## src/rtl/ram_512_64_arb.sv

```systemverilog
// Arbitrating controller for a 512x64 simple dual-port RAM: two readers, one writer, clear sequencer.
// Define RAM_512_64_ARB_RR_EN for round-robin read arbitration; otherwise A has fixed priority over B.
module ram_512_64_arb #(
  parameter int            AW         = 9,
  parameter int            DW         = 64,
  parameter logic [DW-1:0] INIT_VALUE = '0
) (
  input  logic          clk,
  input  logic          rst,
  input  logic          a_req,
  input  logic [AW-1:0] a_addr,
  output logic          a_gnt,
  output logic          a_rvalid,
  output logic [DW-1:0] a_rdata,
  input  logic          b_req,
  input  logic [AW-1:0] b_addr,
  output logic          b_gnt,
  output logic          b_rvalid,
  output logic [DW-1:0] b_rdata,
  input  logic          w_req,
  input  logic [AW-1:0] w_addr,
  input  logic [DW-1:0] w_data,
  output logic          w_gnt,
  input  logic          clr_req,
  output logic          busy,
  output logic [AW-1:0] ram_raddr,
  output logic          ram_re,
  input  logic [DW-1:0] ram_rd,
  output logic [AW-1:0] ram_waddr,
  output logic [DW-1:0] ram_wr,
  output logic          ram_we
);

  typedef enum logic {INIT, RUN} state_t;

  state_t        state, state_next;
  logic [AW-1:0] clr_ptr, clr_ptr_next;
  logic          run;

  // Grants depend on rst directly so nothing reaches the RAM while reset is held.
  assign run = rst && (state == RUN);

  // NOTE: sequential state uses non-blocking assignments; reset is synchronous, so it lives inside the clocked branch.
  always_ff @(posedge clk) begin
    if (!rst) begin
      state    <= INIT;
      clr_ptr  <= '0;
      a_rvalid <= 1'b0;
      b_rvalid <= 1'b0;
    end else begin
      state    <= state_next;
      clr_ptr  <= clr_ptr_next;
      a_rvalid <= a_gnt;
      b_rvalid <= b_gnt;
    end
  end

`ifdef RAM_512_64_ARB_RR_EN
  logic rr_last;  // 1: B won the most recent granted read

  always_ff @(posedge clk) begin
    if (!rst) begin
      rr_last <= 1'b1;
    end else if (a_gnt) begin
      rr_last <= 1'b0;
    end else if (b_gnt) begin
      rr_last <= 1'b1;
    end
  end

  assign a_gnt = run && a_req && (!b_req || rr_last);
`else
  assign a_gnt = run && a_req;
`endif
  assign b_gnt = run && b_req && !a_gnt;

  assign ram_re    = a_gnt || b_gnt;
  assign ram_raddr = b_gnt ? b_addr : a_addr;
  assign a_rdata   = ram_rd;
  assign b_rdata   = ram_rd;

  // NOTE: every output of this block gets a default first so no latch is inferred.
  always_comb begin
    state_next   = state;
    clr_ptr_next = clr_ptr;
    busy         = 1'b1;
    w_gnt        = 1'b0;
    ram_we       = 1'b0;
    ram_waddr    = w_addr;
    ram_wr       = w_data;
    if (rst) begin
      case (state)
        INIT: begin
          ram_we       = 1'b1;
          ram_waddr    = clr_ptr;
          ram_wr       = INIT_VALUE;
          clr_ptr_next = clr_ptr + AW'(1);
          if (clr_ptr == '1) begin
            state_next   = RUN;
            clr_ptr_next = '0;
          end
        end
        RUN: begin
          busy   = 1'b0;
          w_gnt  = w_req;
          ram_we = w_req;
          if (clr_req) begin
            state_next   = INIT;
            clr_ptr_next = '0;
          end
        end
        default: state_next = INIT;
      endcase
    end
  end

endmodule

```

## config.mk

```make
export PLATFORM = sky130hd
export DESIGN_NAME = ram_512_64_arb
export DESIGN_NICKNAME = d
export VERILOG_FILES = /design/src/rtl/ram_512_64_arb.sv
export SDC_FILE = /design/constraint.sdc
export NUM_CORES = 1
export LEC_CHECK = 0
export ABC_AREA = 0
export CORE_AREA = 2 2 147 149
export DETAILED_ROUTE_END_ITERATION = 16
export DIE_AREA = 0 0 149 151
export MAX_ROUTING_LAYER = met4
export PLACE_DENSITY = 0.54
export SLEW_MARGIN = 20
export SYNTH_ARGS = -nofsm -noshare
export SYNTH_HDL_FRONTEND = slang
export SYNTH_SLANG_ARGS = --single-unit
```

## constraint.sdc

```tcl
create_clock -name clk -period 2.7 [get_ports clk]
set_input_delay 0.54 -clock clk [delete_from_list [all_inputs] [get_ports clk]]
set_output_delay 0.54 -clock clk [all_outputs]
set_load 0.01 [all_outputs]
```

==> summary by stage, run 1 <==
Run status
The flow ran to the end, and the final reports show no timing, DRC or antenna violations.

Final layout
The share of cells above drive strength 1 is between 10 and 15%. The final non-filler cell total is between 600 and 700. The finished cells cover ~3800 um^2. The area added between synthesis and finish is 70.3%.

The count of filler cells inserted in the layout is ~2400. The number of inserted diodes is 0. The net count reported at finish is ~540.

The final design utilization is between 10% and 20%.

Yosys
The post-synthesis area per instance is 7.33 um^2. Sorting the synthesized cells by area gives the leading types as sky130_fd_sc_hd__buf_4, sky130_fd_sc_hd__and2_1, sky130_fd_sc_hd__dfxtp_1, sky130_fd_sc_hd__mux2_2, sky130_fd_sc_hd__nand2_1. After synthesis the netlist holds a flip-flop and latch count of 12.

The number of nets in the synthesized netlist is around 470. The proportion of netlist area held by the largest area contributor is between 40% and 50%. The most used flip-flop cell after synthesis is sky130_fd_sc_hd__dfxtp_1.

The cell area after synthesis is ~2200 um^2. The biggest area contributor in the post-synthesis netlist is sky130_fd_sc_hd__buf_4. Yosys mapped a number of flops with a built-in enable equal to 0.

The fraction of synthesis flops using an asynchronous set or reset pin is 0%. The number of different library cells used by synthesis comes to 38. Yosys printed 0 warnings. Sequential cells were found to cover approximately 11% of the synthesized design area. Synthesis produced a netlist whose cell count is around 300.

Clock tree
Clock tree synthesis selected as its root buffer the cell sky130_fd_sc_hd__clkbuf_16. TritonCTS built the clock tree. After clock tree synthesis, the clock-pin slew on the worst setup and hold paths is ~0.050 ns. Clock latency on the worst-skew pair, taken at its later pin, is between 0.2 and 0.25 ns. The total number of clock tree sinks is 12. The CTS buffer count is 3. In this run the number of H-tree levels came out at 1. In this run the deepest clock path goes through 2 buffers.

Timing
The worst path in the final design needs a cycle of roughly 2.7 ns, including I/O delays and setup. Setup repair after global routing could not meet its margin everywhere. The fraction of the cycle the final worst path needs is 98.5%. The transition time of the tightest slew-check pin is ~0.47 ns. The count of final max-slew check failures was 0.

Setup violations remaining at the end of the flow were counted as 0. The maximum clock frequency is between 300 and 400 MHz. The maximum clock skew at final layout is 0.00305 ns.

The hold violation total from the final report is 0. The relative slew slack is ~70%. The total negative slack for setup checks is 0 ns.

Setup path
The sort of element at the end of the critical path is a primary output. On the worst path, the slowest cell contributes a delay of 0.54 ns. The reg-to-reg startpoint is clr_ptr[0]. The capture instance of the worst register-to-register path is clr_ptr[3].

The number of buffers and inverters on the critical path is 4. The timing startpoint of the critical path is rst. The dominant delay contributor by cell family on the critical path is buffers and inverters. The capturing element of the worst setup path is ram_wr[1]. The classification of the worst setup path is input port to primary output. At the worst endpoint, the required time is roughly 2.2 ns.

The worst-case register-to-register setup slack is around 0.73 ns. The cell that appears most often on the critical path is sky130_fd_sc_hd__clkdlybuf4s50_1. The signal on the critical path passes through clkdlybuf4s50_1 > buf_4 > nand2b_4 > buf_8 > and2_1 > clkdlybuf4s50_1.

The cell with the biggest individual delay on the critical path is sky130_fd_sc_hd__clkdlybuf4s50_1. The worst-path maximum fanout is 18. The worst-case reg-to-reg path depth is 7. The critical path crosses 6 cells after its start point. The critical path data arrival time is around 2.1 ns.

STA classifies the critical path startpoint as an input port.

Die
The area of the core region is 20800 um^2. The count of standard-cell rows is 53. Measured along the x axis, the die boundary spans between 100 and 150 um. The die area is roughly 22000 um^2. In this run the count of I/O pins placed on the die edge is between 300 and 400. The initial utilization of the core area, before any placement, comes to a little over a tenth.

The die is between 150 and 200 um tall.

Global routing
The leftover overflow at the end of global routing is 0. Entering global routing, the biggest net connects 30 pins. The aggregate global-route resource usage is under 10%. The number of global-route vias before repair is around 2000. The first global-routing pass estimated 11600 um of wire. The number of antenna violations at the first check in global routing came to 0.

Flow run
The max capacitance violation total is 0.

Pwr
The power share of the sequential group is between 20% and 30%. Power spread over the standard cell area amounts to about 230 nW/um^2. IR analysis of the VDD net gives a maximum drop of slightly below 0.2 mV. The internal power of the cells is between 600 and 700 uW. In this run the power spent charging and discharging nets is around 220 uW.

The portion of total power attributed to combinational logic is between 40% and 50%. The total design power is ~890 uW. In this run switching power makes up 24.7% of total power. The clock network accounts for between 30% and 40% of the total power.

The analysis attributes to cell leakage a power of ~0.0021 uW.

Drt
The count of unresolved DRC violations after routing is 0. After detailed routing, the total wire length is ~9000 um. The first detailed-routing pass took 3 iterations.

After the first detailed-routing iteration, the DRC count stood at between 50 and 60. The remaining antenna violation count after routing is 0. The detail-routed net length per standard cell is between 10 and 15 um. The overall via count from detail_route is 2027. The via density per instance is 3.14.

Placement
The number of port buffers is between 150 and 200. Summing all placed instances gives a cell area of 3550 um^2. The final weighted congestion in routability-driven placement is about 0.7. Including well taps, the total number of placed cells is roughly 640. The detailed placer's ending HPWL is roughly 7300 um.

Worst hold path
The path class of the tightest hold or removal check is register to register.
metrics by stage:
stage / setup WS, ns / hold WS [ns]
6_report: 0.0396 / 0.513
3_5_place_dp: -0.0930 / 0.498
2_1_floorplan: 0.803 / 0.471
4_1_cts: 0.000530 / 0.517
5_1_grt: -0.0436 / 0.547
3_3_place_gp: -0.0985 / 0.493
power by group through the flow:
stage / logic, uW / registers [uW] / clock network [uW]
global route: 423 / 187 / 326
global placement: 416 / 190 / 0
floorplan: 308 / 189 / 0
detailed placement: 414 / 190 / 0
finish: 392 / 187 / 308
CTS: 404 / 187 / 319
layout make-up:
| type | count | area (um^2) | area share [%] |
|---|---|---|---|
| sequential | 12 | 240 | 6.36 |
| tap | 275 | 344 | 9.10 |
| multi-input combinational | 145 | 946 | 25.0 |
| timing repair buffer | 204 | 2140 | 56.6 |
| inverter | 6 | 22.5 | 0.596 |
| clock buffer | 4 | 88.8 | 2.35 |
cell usage after synthesis, types with 2 or more instances:
| library cell | n |
|---|---|
| sky130_fd_sc_hd__and3_1 | 2 |
| sky130_fd_sc_hd__or4_1 | 2 |
| sky130_fd_sc_hd__a21oi_1 | 2 |
| sky130_fd_sc_hd__a22o_1 | 2 |
| sky130_fd_sc_hd__dfxtp_1 | 12 |
| sky130_fd_sc_hd__mux2_2 | 9 |
| sky130_fd_sc_hd__nor2b_1 | 3 |
| sky130_fd_sc_hd__a21boi_0 | 2 |
| sky130_fd_sc_hd__nor3_1 | 3 |
| sky130_fd_sc_hd__nand3_1 | 2 |
| sky130_fd_sc_hd__inv_1 | 6 |
| sky130_fd_sc_hd__buf_4 | 129 |
| sky130_fd_sc_hd__clkbuf_1 | 7 |
| sky130_fd_sc_hd__o21ai_0 | 6 |
| sky130_fd_sc_hd__buf_2 | 3 |
| sky130_fd_sc_hd__o311ai_0 | 2 |
| sky130_fd_sc_hd__nor2_1 | 3 |
| sky130_fd_sc_hd__and2_1 | 64 |
| sky130_fd_sc_hd__a21boi_1 | 2 |
| sky130_fd_sc_hd__ha_1 | 2 |
| sky130_fd_sc_hd__nand2_1 | 23 |
metal layers:
metal	global-route usage, %	up-vias	wire (um)
met5	-	-	0
met4	6.10	0	730
met3	2.62	80	967
met2	10.6	134	4050
met1	7.10	847	3240
li1	-	966	-
timing repair:
action | in CTS | in global routing
gates resized for setup | 29 | 52
cloned | 0 | 1
endpoints found under the hold margin | 0 | 0
setup buffers | 1 | 1
hold buffers | 0 | 0
endpoints found under the setup margin | 40 | 55
registers in the layout, summed over array words and instances, names as in the netlist:
name      count
b_rvalid      1
clr_ptr       9
state         1
a_rvalid      1
worst min path at each step:
stage	start	endpoint	slack, ns	cells past startpoint
2_1_floorplan	clr_ptr[8]	clr_ptr[8]	0.47	1
3_3_place_gp	clr_ptr[8]	clr_ptr[8]	0.49	1
3_5_place_dp	clr_ptr[8]	clr_ptr[8]	0.50	1
4_1_cts	clr_ptr[8]	clr_ptr[8]	0.52	1
5_1_grt	clr_ptr[6]	clr_ptr[6]	0.55	2
6_report	clr_ptr[8]	clr_ptr[8]	0.51	1
cell usage in the layout, fill, tap and decap left out, drive strengths merged:
cell type      synthesis  final
or2                    1      1
nand2                 23     23
buf                  133     18
and2                  64     64
nor2                   3      3
o311ai                 2      2
o21ai                  6      6
ha                     2      2
a21boi                 4      4
nor2b                  3      3
nand3b                 1      1
nand3                  3      3
o41ai                  1      1
nor3b                  1      1
clkbuf                 7      5
and3                   2      2
and3b                  1      1
a21oi                  2      2
nand4b                 1      1
dlygate4sd2            0     26
clkdlybuf4s50          0    110
o31a                   1      1
dlymetal6s2s           0     49
nand2b                 1      1
a22o                   2      2
or3b                   1      1
a21o                   1      1
inv                    6      6
dfxtp                 12     12
mux2i                  1      1
o311a                  1      1
o21a                   1      1
nor3                   3      3
nand4                  1      1
or4                    2      2
mux2                   9      9
and2b                  1      1
cells by family (layout without fill, tap and decap cells):
| family | after synthesis | after routing | share of synthesized area, % |
|---|---|---|---|
| AND/OR/NAND/NOR | 112 | 112 | 29.7 |
| buffers and inverters | 146 | 214 | 46.7 |
| adder cells (fa/ha/maj) | 2 | 2 | 1.13 |
| multiplexers | 10 | 10 | 5.02 |
| AO/OA/AOI/OAI | 21 | 21 | 6.71 |
| flip-flops | 12 | 12 | 10.8 |
No activity file was read; power rests on OpenSTA's default activity.
==> run 2: changes to the inputs <==
--- a/config.mk
+++ b/config.mk
@@ -9,8 +9,10 @@
 export CORE_AREA = 2 2 147 149
 export DETAILED_ROUTE_END_ITERATION = 16
 export DIE_AREA = 0 0 149 151
+export HOLD_SLACK_MARGIN = 0.02
 export MAX_ROUTING_LAYER = met4
 export PLACE_DENSITY = 0.54
+export RECOVER_POWER = 25
 export SLEW_MARGIN = 20
 export SYNTH_ARGS = -nofsm -noshare
 export SYNTH_HDL_FRONTEND = slang
==> results of run 2 <==
Same layout as run 1: the final DEF is identical, and so are final timing and power.
==> run 3: changes to the inputs <==
--- a/config.mk
+++ b/config.mk
@@ -6,12 +6,12 @@
 export NUM_CORES = 1
 export LEC_CHECK = 0
 export ABC_AREA = 0
-export CORE_AREA = 2 2 147 149
+export CORE_AREA = 2 2 149 151
 export DETAILED_ROUTE_END_ITERATION = 16
-export DIE_AREA = 0 0 149 151
+export DIE_AREA = 0 0 151 153
 export HOLD_SLACK_MARGIN = 0.02
 export MAX_ROUTING_LAYER = met4
-export PLACE_DENSITY = 0.54
+export PLACE_DENSITY = 0.53
 export RECOVER_POWER = 25
 export SLEW_MARGIN = 20
 export SYNTH_ARGS = -nofsm -noshare
==> constraint.sdc (replaced) <==
create_clock -name clk -period 3.4 [get_ports clk]
set_input_delay 0.68 -clock clk [delete_from_list [all_inputs] [get_ports clk]]
set_output_delay 0.68 -clock clk [all_outputs]
set_load 0.01 [all_outputs]
==> run 3 against run 2 <==
Net effect:
- global-route usage down 0.31 points
- die area up 2.7%
- clock power down 21%
- design area down 5.6%
- sequential share of layout area up 0.38 points
- register-to-register slack better by 0.50 ns
- final cell count down 0.93%
==> summary by stage, run 3 (same netlist as run 1, synthesis figures left out) <==
Flow run
The max capacitance violation total is 0.

Setup path
The setup check on the worst reg-to-reg path leaves a slack of ~1.2 ns. The critical path contains buffers and inverters numbering 3 combined. The cell depth of the worst setup path is 5. The number of cells on the worst reg-to-reg path is 7. The sort of element at the end of the critical path is a primary output. Data arrives at the worst endpoint at ~2.5 ns.

On the critical path the largest part of the delay comes from buffers and inverters. The timing startpoint of the critical path is rst. The worst setup path is launched from an input port. The critical path is of the input port to primary output type. The capturing element of the worst setup path is ram_wr[47].

In this run the worst path has a maximum fanout of 48. The signal on the critical path passes through clkdlybuf4s50_1 > nand2b_4 > buf_12 > and2_1 > clkdlybuf4s50_1. The capture instance of the worst register-to-register path is clr_ptr[3]. The data required time at the worst endpoint is approximately 2.7 ns.

The cell with the biggest individual delay on the critical path is sky130_fd_sc_hd__clkdlybuf4s50_1. The startpoint identified for the worst register-to-register timing path is clr_ptr[0]. The library cell appearing most often on the critical path is sky130_fd_sc_hd__clkdlybuf4s50_1. The delay of the slowest cell on the worst path is between 0.5 and 0.6 ns.

Clock tree
In this run the post-CTS setup repair buffer count came out at 0. The clock tree from TritonCTS is yes. The root buffer cell is sky130_fd_sc_hd__clkbuf_16. The longest clock path from root to sink contains 2 buffers. CTS built an H-tree with a depth of 1.

The total number of clock tree sinks is 12. Clock latency on the worst-skew pair, taken at its later pin, is about 0.24 ns. The hold buffer count at cts is 0.

After clock tree synthesis, the clock-pin slew on the worst setup and hold paths is around 0.040 ns. The CTS buffer count is 3. The number of gates resized after CTS was 0.

Final layout
The final design utilization is 16.6%. The count of cells in the finished layout, fillers not included, comes to 640. The number of flip-flops in the largest register is 9.

In the layout the commonest cells are sky130_fd_sc_hd__clkdlybuf4s50_1, sky130_fd_sc_hd__and2_1, sky130_fd_sc_hd__nand2_1, sky130_fd_sc_hd__dfxtp_1, sky130_fd_sc_hd__mux2_2. The register bank with the most flops is clr_ptr. Relative to the synthesized area, the layout overhead comes to 60.7%. The library cell used most frequently in the layout, excluding fill and tap cells, is sky130_fd_sc_hd__clkdlybuf4s50_1. After the last flow step, the layout net total stands at roughly 520. The share of cells above drive strength 1 is about 6.7%.

Timing
Clock skew on the completed layout was measured at roughly 0.004 ns. Setup violations remaining at the end of the flow were counted as 0. The count of final max-slew check failures came to 0. The post-layout minimum cycle time is between 3 and 4 ns. The post-layout worst setup margin is ~0.22 ns. Setup repair after global routing left no endpoint under its margin.

The total negative slack for setup checks is 0 ns. The transition time of the tightest slew-check pin is between 0.4 and 0.5 ns. In the finished design, the share of the clock period the worst path needs comes to roughly 93%. The relative slew slack is between 60% and 70%. The hold violation total from the final report came to 0. Based on the critical path, the design can be clocked at up to about 310 MHz.

Placement
Detailed placement finished with a half-perimeter wire length of between 6000 and 7000 um. The number of placed cells counting well taps is between 600 and 700. At the end of routability-driven placement, the weighted congestion stood at around 0.69. Before CTS, the worst setup slack after placement is about 0.16 ns. The number of port buffers is 186.

Global routing
The wire length of the first global-routing pass is approximately 12000 um. Entering global routing, the biggest net connects 48 pins. The aggregate global-route resource usage is under 10%.

The number of antenna violations at the first check in global routing came to 0. The number of global-route vias before repair is between 2000 and 2500. Summed over all layers, the global routing overflow is 0.

Drt
After detailed routing, the average wire length per cell comes to between 10 and 15 um. The number of design-rule violations left by the first detailed-router iteration is 56. The remaining antenna violation count after routing is 0.

The routed wire length is between 7000 and 8000 um. The via density per instance is 3.05. The number of detailed-routing iterations run before antenna repair is 4.

Summing over every cut layer, the via total after detailed routing is 1952. After detailed routing, the number of remaining DRC violations is 0.

Worst hold path
The min-delay analysis places its worst path in the category register to register. Counting instances, the worst hold path has a depth of 1.

Pwr
Across the VDD grid, the largest voltage drop is between 0.1 and 0.15 mV. The areal power density over the cells is around 200 nW/um^2. The analysis attributes to cell leakage a power of 0.00130 uW.

Die
The die extent in y is 153 um. The x dimension of the die is 151 um. The area of the core region is about 21000 um^2. The initial cell density of the core is between 10% and 20%. The count of standard-cell rows is between 50 and 60. The die covers between 20000 and 25000 um^2. The top-level port count is approximately 380.

Run status
The flow ran to the end, and the final reports show no timing, DRC or antenna violations.
[run 3: cell count changes in the layout (fill, tap and decap cells not counted)]
cell	change
sky130_fd_sc_hd__dlymetal6s2s_1	-49
sky130_fd_sc_hd__diode_2	+1
sky130_fd_sc_hd__o21ai_0	+1
sky130_fd_sc_hd__buf_12	-1
sky130_fd_sc_hd__o21ai_1	-1
sky130_fd_sc_hd__buf_8	-1
sky130_fd_sc_hd__dlygate4sd2_1	-26
sky130_fd_sc_hd__clkdlybuf4s50_1	+76
sky130_fd_sc_hd__buf_6	-1
sky130_fd_sc_hd__nor2b_1	+1
sky130_fd_sc_hd__buf_4	-9
sky130_fd_sc_hd__clkbuf_16	-1
sky130_fd_sc_hd__nor2b_2	-1
[run 3: layout make-up]
type / instances / area (um^2)
Sequential cell: 12 / 240
Timing Repair Buffer: 192 / 1920
Inverter: 6 / 22.5
Antenna cell: 1 / 2.50
Clock buffer: 4 / 88.8
Fill cell: 2470 / 17900
Multi-Input combinational cell: 145 / 943
Tap cell: 280 / 350
[run 3: worst reg2reg max path, delay by kind of cell, from the launching register on]
kind / cells / cell delay, ns
AO/OA/AOI/OAI: 1 / 0.31
adder cells (fa/ha/maj): 2 / 0.58
flip-flops: 1 / 0.41
AND/OR/NAND/NOR: 4 / 0.76
[run 3: metrics by stage]
| step | cell area [um^2] | power, uW | hold slack (ns) |
|---|---|---|---|
| floorplan | 2220 | 394 | 0.471 |
| global placement | 3480 | 471 | 0.489 |
| detailed placement | 3480 | 470 | 0.493 |
| CTS | 3560 | 724 | 0.506 |
| global route | 3560 | 745 | 0.561 |
| finish | 3570 | 706 | 0.502 |
[run 3: worst min-delay path by stage]
| stage | start | to | slack, ns |
|---|---|---|---|
| 6_report | clr_ptr[8] | clr_ptr[8] | 0.50 |
| 5_1_grt | clr_ptr[8] | clr_ptr[8] | 0.56 |
| 4_1_cts | clr_ptr[8] | clr_ptr[8] | 0.51 |
| 3_5_place_dp | clr_ptr[8] | clr_ptr[8] | 0.49 |
| 3_3_place_gp | clr_ptr[8] | clr_ptr[8] | 0.49 |
| 2_1_floorplan | clr_ptr[8] | clr_ptr[8] | 0.47 |
[run 3: power breakdown]
part,internal [uW],leakage [uW],switching [uW]
logic,216,0.00116,98.8
registers,144,0.0000973,4.02
clock network,178,0.0000442,64.9
total,538,0.00130,168
[run 3: metal layers]
layer / vias up / GRT usage (%) / share of wire, %
li1: 945 / - / -
met1: 811 / 7.43 / 39
met2: 131 / 9.52 / 43
met3: 65 / 2.00 / 9.9
met4: 0 / 5.79 / 8.5
met5: - / - / 0
